File: config.mk
export PLATFORM = sky130hd
export DESIGN_NAME = genius_controller_flat
export DESIGN_NICKNAME = d
export VERILOG_FILES = /design/src/rtl/genius_pkg.sv /design/src/rtl/genius_controller_if.sv /design/src/rtl/genius_controller_key_pulse.sv /design/src/rtl/genius_controller.sv /design/src/flat_wrapper.sv
export SDC_FILE = /design/constraint.sdc
export NUM_CORES = 1
export LEC_CHECK = 0
export CORE_UTILIZATION = 50
export CTS_CLUSTER_SIZE = 8
export DETAILED_ROUTE_END_ITERATION = 8
export GPL_TIMING_DRIVEN = 0
export PLACE_DENSITY = 0.71
export SETUP_SLACK_MARGIN = 0.3
export SYNTH_ARGS = -nofsm -noshare
export SYNTH_HDL_FRONTEND = slang
export SYNTH_HIERARCHICAL = 1
export SYNTH_SLANG_ARGS = --single-unit
File: constraint.sdc
create_clock -name CLOCK_50 -period 3.5 [get_ports CLOCK_50]
set_input_delay 0.7 -clock CLOCK_50 [delete_from_list [all_inputs] [get_ports CLOCK_50]]
set_output_delay 0.7 -clock CLOCK_50 [all_outputs]
set_load 0.02 [all_outputs]
File: src/rtl/genius_pkg.sv
// Shared definitions for the Genius game controller and datapath: state
// encodings, the debounce default and the per-state strobe decode.
package genius_pkg;

    localparam int unsigned DEBOUNCE_CYCLES_DEFAULT = 500000;

    typedef enum logic [3:0] {
        INIT       = 4'd0,
        SETUP      = 4'd1,
        SEQUENCE   = 4'd2,
        PREP       = 4'd3,
        USER_PLAY  = 4'd4,
        USER_LATCH = 4'd5,
        CHECK      = 4'd6,
        NEXT_ROUND = 4'd7,
        RESULT     = 4'd8
    } state_e;

    typedef struct packed {
        logic r1;
        logic r2;
        logic e1;
        logic e2;
        logic e3;
        logic e4;
        logic sel;
    } strobes_t;

    // Moore decode: anything not named for a state stays low.
    function automatic strobes_t strobes_for(input state_e s);
        strobes_t o;
        o = '0;
        case (s)
            INIT:       begin o.r1 = 1'b1; o.r2 = 1'b1; end
            SETUP:      o.e1 = 1'b1;
            SEQUENCE:   o.e3 = 1'b1;
            PREP:       o.r2 = 1'b1;
            USER_PLAY:  o.e2 = 1'b1;
            USER_LATCH: begin o.e2 = 1'b1; o.e4 = 1'b1; end
            CHECK:      o.e2 = 1'b1;
            RESULT:     o.sel = 1'b1;
            default:    o = '0;
        endcase
        return o;
    endfunction

endpackage

File: src/rtl/genius_controller_if.sv
// Controller <-> datapath bundle: status levels from the datapath, control
// strobes to it. The controller is the master side.
interface genius_controller_if;
    logic end_FPGA;
    logic end_User;
    logic end_time;
    logic win;
    logic match;
    logic R1;
    logic R2;
    logic E1;
    logic E2;
    logic E3;
    logic E4;
    logic SEL;

    modport master (
        input  end_FPGA, end_User, end_time, win, match,
        output R1, R2, E1, E2, E3, E4, SEL
    );

    modport slave (
        output end_FPGA, end_User, end_time, win, match,
        input  R1, R2, E1, E2, E3, E4, SEL
    );
endinterface

File: src/rtl/genius_controller_key_pulse.sv
// ENTER conditioning: 2-FF synchronizer, stable-low counter and a single
// registered pulse once the key has been low for DEBOUNCE_CYCLES samples.
module key_pulse
    import genius_pkg::*;
#(
    parameter int unsigned DEBOUNCE_CYCLES = DEBOUNCE_CYCLES_DEFAULT
) (
    input  logic clk,
    input  logic rst_n,
    input  logic key_n,
    output logic pulse
);
    localparam int unsigned CW = $clog2(DEBOUNCE_CYCLES + 1);
    localparam logic [CW-1:0] CNT_MAX = CW'(DEBOUNCE_CYCLES);
    localparam logic [CW-1:0] CNT_ARM = CW'(DEBOUNCE_CYCLES - 1);

    logic          sync1_q, sync1_d;
    logic          sync2_q, sync2_d;
    logic [CW-1:0] cnt_q, cnt_d;
    logic          pulse_q, pulse_d;

    always_comb begin
        sync1_d = key_n;
        sync2_d = sync1_q;
        // Saturating at CNT_MAX keeps a held key from firing again.
        if (sync2_q)
            cnt_d = '0;
        else if (cnt_q != CNT_MAX)
            cnt_d = cnt_q + 1'b1;
        else
            cnt_d = cnt_q;
        pulse_d = !sync2_q && (cnt_q == CNT_ARM);
    end

    always_ff @(posedge clk or negedge rst_n) begin
        if (!rst_n) begin
            sync1_q <= 1'b1;
            sync2_q <= 1'b1;
            cnt_q   <= '0;
            pulse_q <= 1'b0;
        end else begin
            sync1_q <= sync1_d;
            sync2_q <= sync2_d;
            cnt_q   <= cnt_d;
            pulse_q <= pulse_d;
        end
    end

    assign pulse = pulse_q;
endmodule

File: src/rtl/genius_controller.sv
// Genius (Simon) game control FSM: sequences the datapath through setup,
// playback, user entry and result, driven by a debounced ENTER key.
module genius_controller
    import genius_pkg::*;
#(
    parameter int unsigned DEBOUNCE_CYCLES = DEBOUNCE_CYCLES_DEFAULT,
    parameter int unsigned p_state         = 4
) (
    input  logic                 CLOCK_50,
    input  logic                 RESET_N,
    input  logic                 ENTER,
    genius_controller_if.master  dp,
    output logic [p_state-1:0]   state
);
    logic     enter_pulse;
    state_e   state_q, state_d;
    strobes_t out_q, out_d;

    key_pulse #(.DEBOUNCE_CYCLES(DEBOUNCE_CYCLES)) u_key_pulse (
        .clk   (CLOCK_50),
        .rst_n (RESET_N),
        .key_n (ENTER),
        .pulse (enter_pulse)
    );

    always_comb begin
        state_d = state_q;
        case (state_q)
            INIT:       state_d = SETUP;
            SETUP:      if (enter_pulse) state_d = SEQUENCE;
            SEQUENCE:   if (dp.end_FPGA) state_d = PREP;
            PREP:       state_d = USER_PLAY;
            USER_PLAY: begin
                if (dp.end_time)     state_d = RESULT;
                else if (enter_pulse) state_d = USER_LATCH;
            end
            USER_LATCH: state_d = CHECK;
            CHECK: begin
                if (dp.end_time)      state_d = RESULT;
                else if (!dp.match)   state_d = RESULT;
                else if (dp.end_User) state_d = NEXT_ROUND;
                else                  state_d = USER_PLAY;
            end
            NEXT_ROUND: state_d = dp.win ? RESULT : SEQUENCE;
            RESULT:     if (enter_pulse) state_d = INIT;
            default:    state_d = INIT;
        endcase
        // Strobes are registered from the next state so they line up with state_q.
        out_d = strobes_for(state_d);
    end

    always_ff @(posedge CLOCK_50 or negedge RESET_N) begin
        if (!RESET_N) begin
            state_q <= INIT;
            out_q   <= strobes_for(INIT);
        end else begin
            state_q <= state_d;
            out_q   <= out_d;
        end
    end

    assign dp.R1  = out_q.r1;
    assign dp.R2  = out_q.r2;
    assign dp.E1  = out_q.e1;
    assign dp.E2  = out_q.e2;
    assign dp.E3  = out_q.e3;
    assign dp.E4  = out_q.e4;
    assign dp.SEL = out_q.sel;
    assign state  = p_state'(state_q);
endmodule

File: src/flat_wrapper.sv
// flat-port wrapper written by rule: the top's interface ports become plain ports
module genius_controller_flat import genius_pkg::*;
#(
    parameter int unsigned DEBOUNCE_CYCLES = DEBOUNCE_CYCLES_DEFAULT,
    parameter int unsigned p_state         = 4
)
  (CLOCK_50, RESET_N, ENTER, state, dp_end_FPGA, dp_end_User, dp_end_time, dp_win, dp_match, dp_R1, dp_R2, dp_E1, dp_E2, dp_E3, dp_E4, dp_SEL);
  genius_controller_if dp_i ();
  input  logic CLOCK_50;
  input  logic RESET_N;
  input  logic ENTER;
  output logic [p_state-1:0] state;
  input wire logic [$bits(dp_i.end_FPGA)-1:0] dp_end_FPGA;
  input wire logic [$bits(dp_i.end_User)-1:0] dp_end_User;
  input wire logic [$bits(dp_i.end_time)-1:0] dp_end_time;
  input wire logic [$bits(dp_i.win)-1:0] dp_win;
  input wire logic [$bits(dp_i.match)-1:0] dp_match;
  output wire logic [$bits(dp_i.R1)-1:0] dp_R1;
  output wire logic [$bits(dp_i.R2)-1:0] dp_R2;
  output wire logic [$bits(dp_i.E1)-1:0] dp_E1;
  output wire logic [$bits(dp_i.E2)-1:0] dp_E2;
  output wire logic [$bits(dp_i.E3)-1:0] dp_E3;
  output wire logic [$bits(dp_i.E4)-1:0] dp_E4;
  output wire logic [$bits(dp_i.SEL)-1:0] dp_SEL;
  assign dp_i.end_FPGA = dp_end_FPGA;
  assign dp_i.end_User = dp_end_User;
  assign dp_i.end_time = dp_end_time;
  assign dp_i.win = dp_win;
  assign dp_i.match = dp_match;
  assign dp_R1 = dp_i.R1;
  assign dp_R2 = dp_i.R2;
  assign dp_E1 = dp_i.E1;
  assign dp_E2 = dp_i.E2;
  assign dp_E3 = dp_i.E3;
  assign dp_E4 = dp_i.E4;
  assign dp_SEL = dp_i.SEL;
  genius_controller #(.DEBOUNCE_CYCLES(DEBOUNCE_CYCLES), .p_state(p_state)) u_core (.CLOCK_50(CLOCK_50), .RESET_N(RESET_N), .ENTER(ENTER), .dp(dp_i), .state(state));
endmodule
Word-level counts from Yosys, hierarchy flattened --
Index checks and enable logic that the tools add are counted.
Word-level totals: bits in registers 33, latch bits 0, bits in writable memories 0, bits in read-only memories 0, output and inout port bits 11, logic and storage cells 56, memories kept 0
Cells by class: $add $sub $neg 1, $mul 0, divide/modulo/power cells 0, magnitude comparators 0, eq/ne operators 17, shifts and indexed selects 0, mux-type cells 19, bitwise operators 0, reduce and logical (&&, ||, !) cells 7
Operators with widths (number):
- 19-bit 2-to-1 mux | 2
- 4-bit case mux with 9 select lines | 1
- 4-bit 2-to-1 mux | 8
- 4-bit by 3-bit equality test with 1-bit output (second input constant) | 7
- 19-bit by 1-bit adder with 19-bit output (second input constant) | 1
- 19-bit equality test (second input constant) | 1
- 19-bit != test (second input constant) | 1
- 4-bit by 2-bit equality test with 1-bit output (second input constant) | 4
- 4-bit by 1-bit equality test with 1-bit output (second input constant) | 2
- 4-bit equality test (second input constant) | 2
- 4-bit logical NOT | 2
- 1-bit 2-to-1 mux | 7
- 3-bit OR reduction | 1
- 2-bit 2-to-1 mux | 1
- 2-bit nonzero test | 1
- 2-bit OR reduction | 1
- 1-bit logical AND | 1
- 1-bit logical NOT | 1

Logic depth before layout (Yosys ltp) --
depth after elaboration 7, gate-level depth with buffers 5, depth with buffers taken out 5

Hierarchy --
The synthesis kept the hierarchy.
By module, submodules not included:
- key_pulse | times used 1, cells each 116, area each 1129.8 um2, sequential area each 553.0 um2
- genius_controller | times used 1, cells each 51, area each 530.5 um2, sequential area each 277.8 um2

Worst setup path before layout --
Ideal clock, no wire load.
path type flip-flop to flip-flop, start point register u_core.u_key_pulse.cnt_q[6], end point register u_core.u_key_pulse.cnt_q[16], arrival 1.392 ns, data required time 3.422 ns, setup slack 2.030 ns, cell stages (with the launch flop) 5, path buffers 0, cell sequence dfrtp_1 -> nand4_1 -> or3_4 -> or3_1 -> a21oi_1
On the way: cells in the longest elaborated chain, start to end 3
Ends and longest elaborated chain:
- from (decl) | line genius_controller_key_pulse.sv:19 | logic [CW-1:0] cnt_q, cnt_d;
- from (signal assigned) | line genius_controller_key_pulse.sv:44 | cnt_q <= cnt_d;
- 19-bit by 1-bit adder with 19-bit output | line genius_controller_key_pulse.sv:29 | cnt_d = cnt_q + 1'b1;
- 19-bit 2-to-1 mux | line genius_controller_key_pulse.sv:28 | else if (cnt_q != CNT_MAX)
- 19-bit 2-to-1 mux | line genius_controller_key_pulse.sv:26 | if (sync2_q)
Parallel ways exist; a longest one is shown, timed or not. The select of a mux whose other input is x is not followed. A chain may end at the register's enable or synchronous reset.

Worst setup path after layout --
start point register u_core.out_q (netlist bit u_core/dp.R1), end point output port dp_R1
RTL lines:
- from (decl) | line genius_controller.sv:17 | strobes_t out_q, out_d;
- from (signal assigned) | line genius_controller.sv:55 | out_q <= strobes_for(INIT);
- from (signal assigned) | line genius_controller.sv:58 | out_q <= out_d;
- to (decl) | line flat_wrapper.sv:18 | output wire logic [$bits(dp_i.R1)-1:0] dp_R1;
No word-level cell between the ends.

==> results.py <==
metrics = {
    "critical_path": {
        "critical_path_class": "reg -> out",
        "cp-start-kind": "flip-flop",
        "worstPathMaxFanout": 1,
        "crit_buf_inv": 1,
        "cpMaxStageDelayCell": "clkdlybuf4s50_1",
        "cp.required_ns": 2.80,
        "cp.arrival_ns": 1.45,
        "crit_family": "buffers and inverters",
        "max_stage_delay_ns": 0.59,
        "crit_path_cell_trace": "clkdlybuf4s50_1",
        "worstSetupEndpointType": "output pin",
    },
    "timing": {
        "clock_skew_ns": 0.01359,
        "rsz0062_at_grt": "no",
        "slew_headroom": 0.5365,
        "setup_viol": 0,
        "finalCritPeriodShare": 0.6130,
        "tightest_slew_ns": 0.6952,
        "fmax_mhz": 466.1,
        "slew_viol_final": 0,
        "fin_tns_setup_ns": 0,
        "fin_crit_ns": 2.146,
        "hold_violations": 0,
    },
    "die": {
        "initial_utilization": 0.5351,
        "die_x_um": 59.63,
        "coreArea_sq_mm": 0.003103,
        "die_area_sq_mm": 0.003555,
        "dieHeight_um": 59.63,
        "rows": 20,
        "io_pins": 19,
    },
    "synthesis": {
        "syn_area_sq_mm": 0.001660,
        "syn_avg_cell_area_sq_um": 9.942,
        "ys_seq_area_frac": 0.5004,
        "synth_seq_cells": 33,
        "synth_area_leaders": "dfrtp_1 (44%), dfstp_2 (6.3%), xor2_1 (4.2%), nor2_1 (4.1%), a21oi_1 (3.0%)",
        "synth_edf_count": 0,
        "post-synth-top-area-fraction": 0.4371,
        "ys_types": 45,
        "synth-async-reset-ratio": 1.000,
        "synth_nets": 178,
        "syn-instance-count": 167,
        "yosysTopAreaCell": "dfrtp_1",
        "yosys_warnings": 6,
        "synth_flop_cell": "dfrtp_1",
    },
    "grt": {
        "antenna_found_initial": 0,
        "grt_pass1_vias": 1200,
        "grt_pass1_wl_mm": 5.271,
        "grt_max_degree": 34,
        "grtUsageTotal": 0.2078,
        "overflow": 0,
    },
    "detailed_routing": {
        "drtPass1Iterations": 4,
        "vias": 1284,
        "drc": 0,
        "wl_per_cell_um": 13.35,
        "drt_iter0_markers": 54,
        "wl_mm": 3.164,
        "viasPerCell": 5.418,
        "ant_nets": 0,
    },
    "layout": {
        "largest_reg_flops": 19,
        "ff_latch_area_sq_um": 830.8,
        "nets": 203,
        "fillers": 260,
        "multi_input_area_sq_um": 764.5,
        "drive_gt1_frac": 0.1295,
        "area_growth_pct": 18.09,
        "antennaDiodeCount": 0,
        "fin_util": 0.6319,
        "top_register": "u_core/u_key_pulse/cnt_q",
    },
    "placed_design": {
        "dp_hpwl_mm": 2.269,
        "gp_congestion": 0.8639,
        "port_buffers": 18,
    },
    "clocking": {
        "clockBufferDepth": 2,
        "cts_sinks": 33,
        "tritoncts": "done",
        "post_cts_resized": 0,
        "cts-htree-levels": 2,
        "post_cts_buffers": 0,
        "clk_pin_slew_ns": 0.09,
        "worstSkewPairLatency_ns": 0.34,
        "root_buffer": "clkbuf_4",
        "cts-buffers-inserted": 5,
        "hold_buffers": 0,
    },
    "power_and_ir_drop": {
        "ir_drop_mv": 0.3288,
        "power_leakage_nw": 0.8010,
        "cellPowerDensity_mw_per_mm2": 536.0,
    },
    "job": {
        "maxCapViolations": 0,
    },
    "outcome": {
        "status": "finished clean",
    },
    "worst_hold_path": {
        "hold_class": "reg -> reg",
    },
}
[final cells by class]
cell class	instances	share of cell area
flip-flops and latches	33	0.4237
multi-input cells	121	0.3899
repair buffers	18	0.08934
clock buffers	7	0.03318
well taps	44	0.02808
plain buffers	7	0.02170
inverters	6	0.01149
clock inverters	1	0.002553
[layout by cell type (no fill, tap or decap), types with 2 or more instances in the layout]
cell / count
or3_4: 2
and4bb_2: 2
o21ai_0: 9
xor2_1: 8
buf_2: 2
clkbuf_4: 5
or3_1: 4
a21oi_1: 10
and3_1: 2
nand3_1: 10
nand2b_1: 6
buf_4: 2
nand4_1: 5
ha_1: 3
clkdlybuf4s50_1: 17
a31oi_1: 2
nor3_1: 5
clkbuf_8: 2
dfrtp_1: 29
xnor2_1: 2
clkbuf_1: 3
and4_1: 2
dfstp_2: 4
nand2_1: 7
nor2b_1: 4
inv_1: 6
nor2_1: 18
[metrics by stage]
step	std cells	area, sq um	setup WS [ns]	hold WS [ns]	total power [W]
CTS	237	1966	1.337	0.3638	0.001061
floorplan	167	1660	2.030	0.3452	0.0006807
global route	237	1961	1.298	0.3704	0.001120
finish	237	1961	1.354	0.3615	0.001051
global placement	229	1896	1.167	0.3484	0.0008085
detailed placement	229	1896	1.122	0.3495	0.0008178
[logic make-up after synthesis]
group	after synthesis	synth area share
AOI/OAI and AO/OA	31	0.1191
xor gates and xnor gates	10	0.05275
adders and majority gates	3	0.02261
buffers and inverters	13	0.03918
DFF	33	0.5004
and+or+nand+nor	77	0.2660
[cell usage after synthesis, drive strengths merged, types with 4 or more instances]
cell type	instances
nor2b	4
nand2	7
o21ai	9
nor3	5
nand2b	6
dfrtp	29
xor2	8
a21oi	10
or3	6
buf	4
dfstp	4
nand4	5
nor2	18
inv	6
nand3	10
[where the power goes]
part           switching (W)  total (W)  leakage [nW]  internal (W)
logic               0.000195   0.000355         0.324      0.000160
registers          0.0000230   0.000455         0.435      0.000432
clock network       0.000125   0.000241        0.0413      0.000116
total               0.000343    0.00105         0.801      0.000708
[layer usage]
metal  global-route usage  wire length [um]  vias up  part of all wire
met5                    0                 0        -                 0
met4               0.1329                48        0             0.015
met3              0.05022               153        5             0.048
met2               0.2986              1400       29              0.44
met1               0.2793              1561      602              0.49
li1                     -                 -      648                 -
[worst paths after layout]
check,start,end,slack (ns),cells past startpoint
setup / recovery,u_core/dp.R1,dp_R1,1.35,1
hold / removal,u_core/u_key_pulse/sync1_q,u_core/u_key_pulse/sync2_q,0.36,0
setup reg to reg,u_core/u_key_pulse/cnt_q[6],u_core/u_key_pulse/cnt_q[16],1.87,4
hold reg to reg,u_core/u_key_pulse/sync1_q,u_core/u_key_pulse/sync2_q,0.36,0
max in group asynchronous,RESET_N,u_core/state[0],2.66,1
min in group asynchronous,RESET_N,u_core/u_key_pulse/cnt_q[18],0.39,1
(Power assumes the default switching activity.)
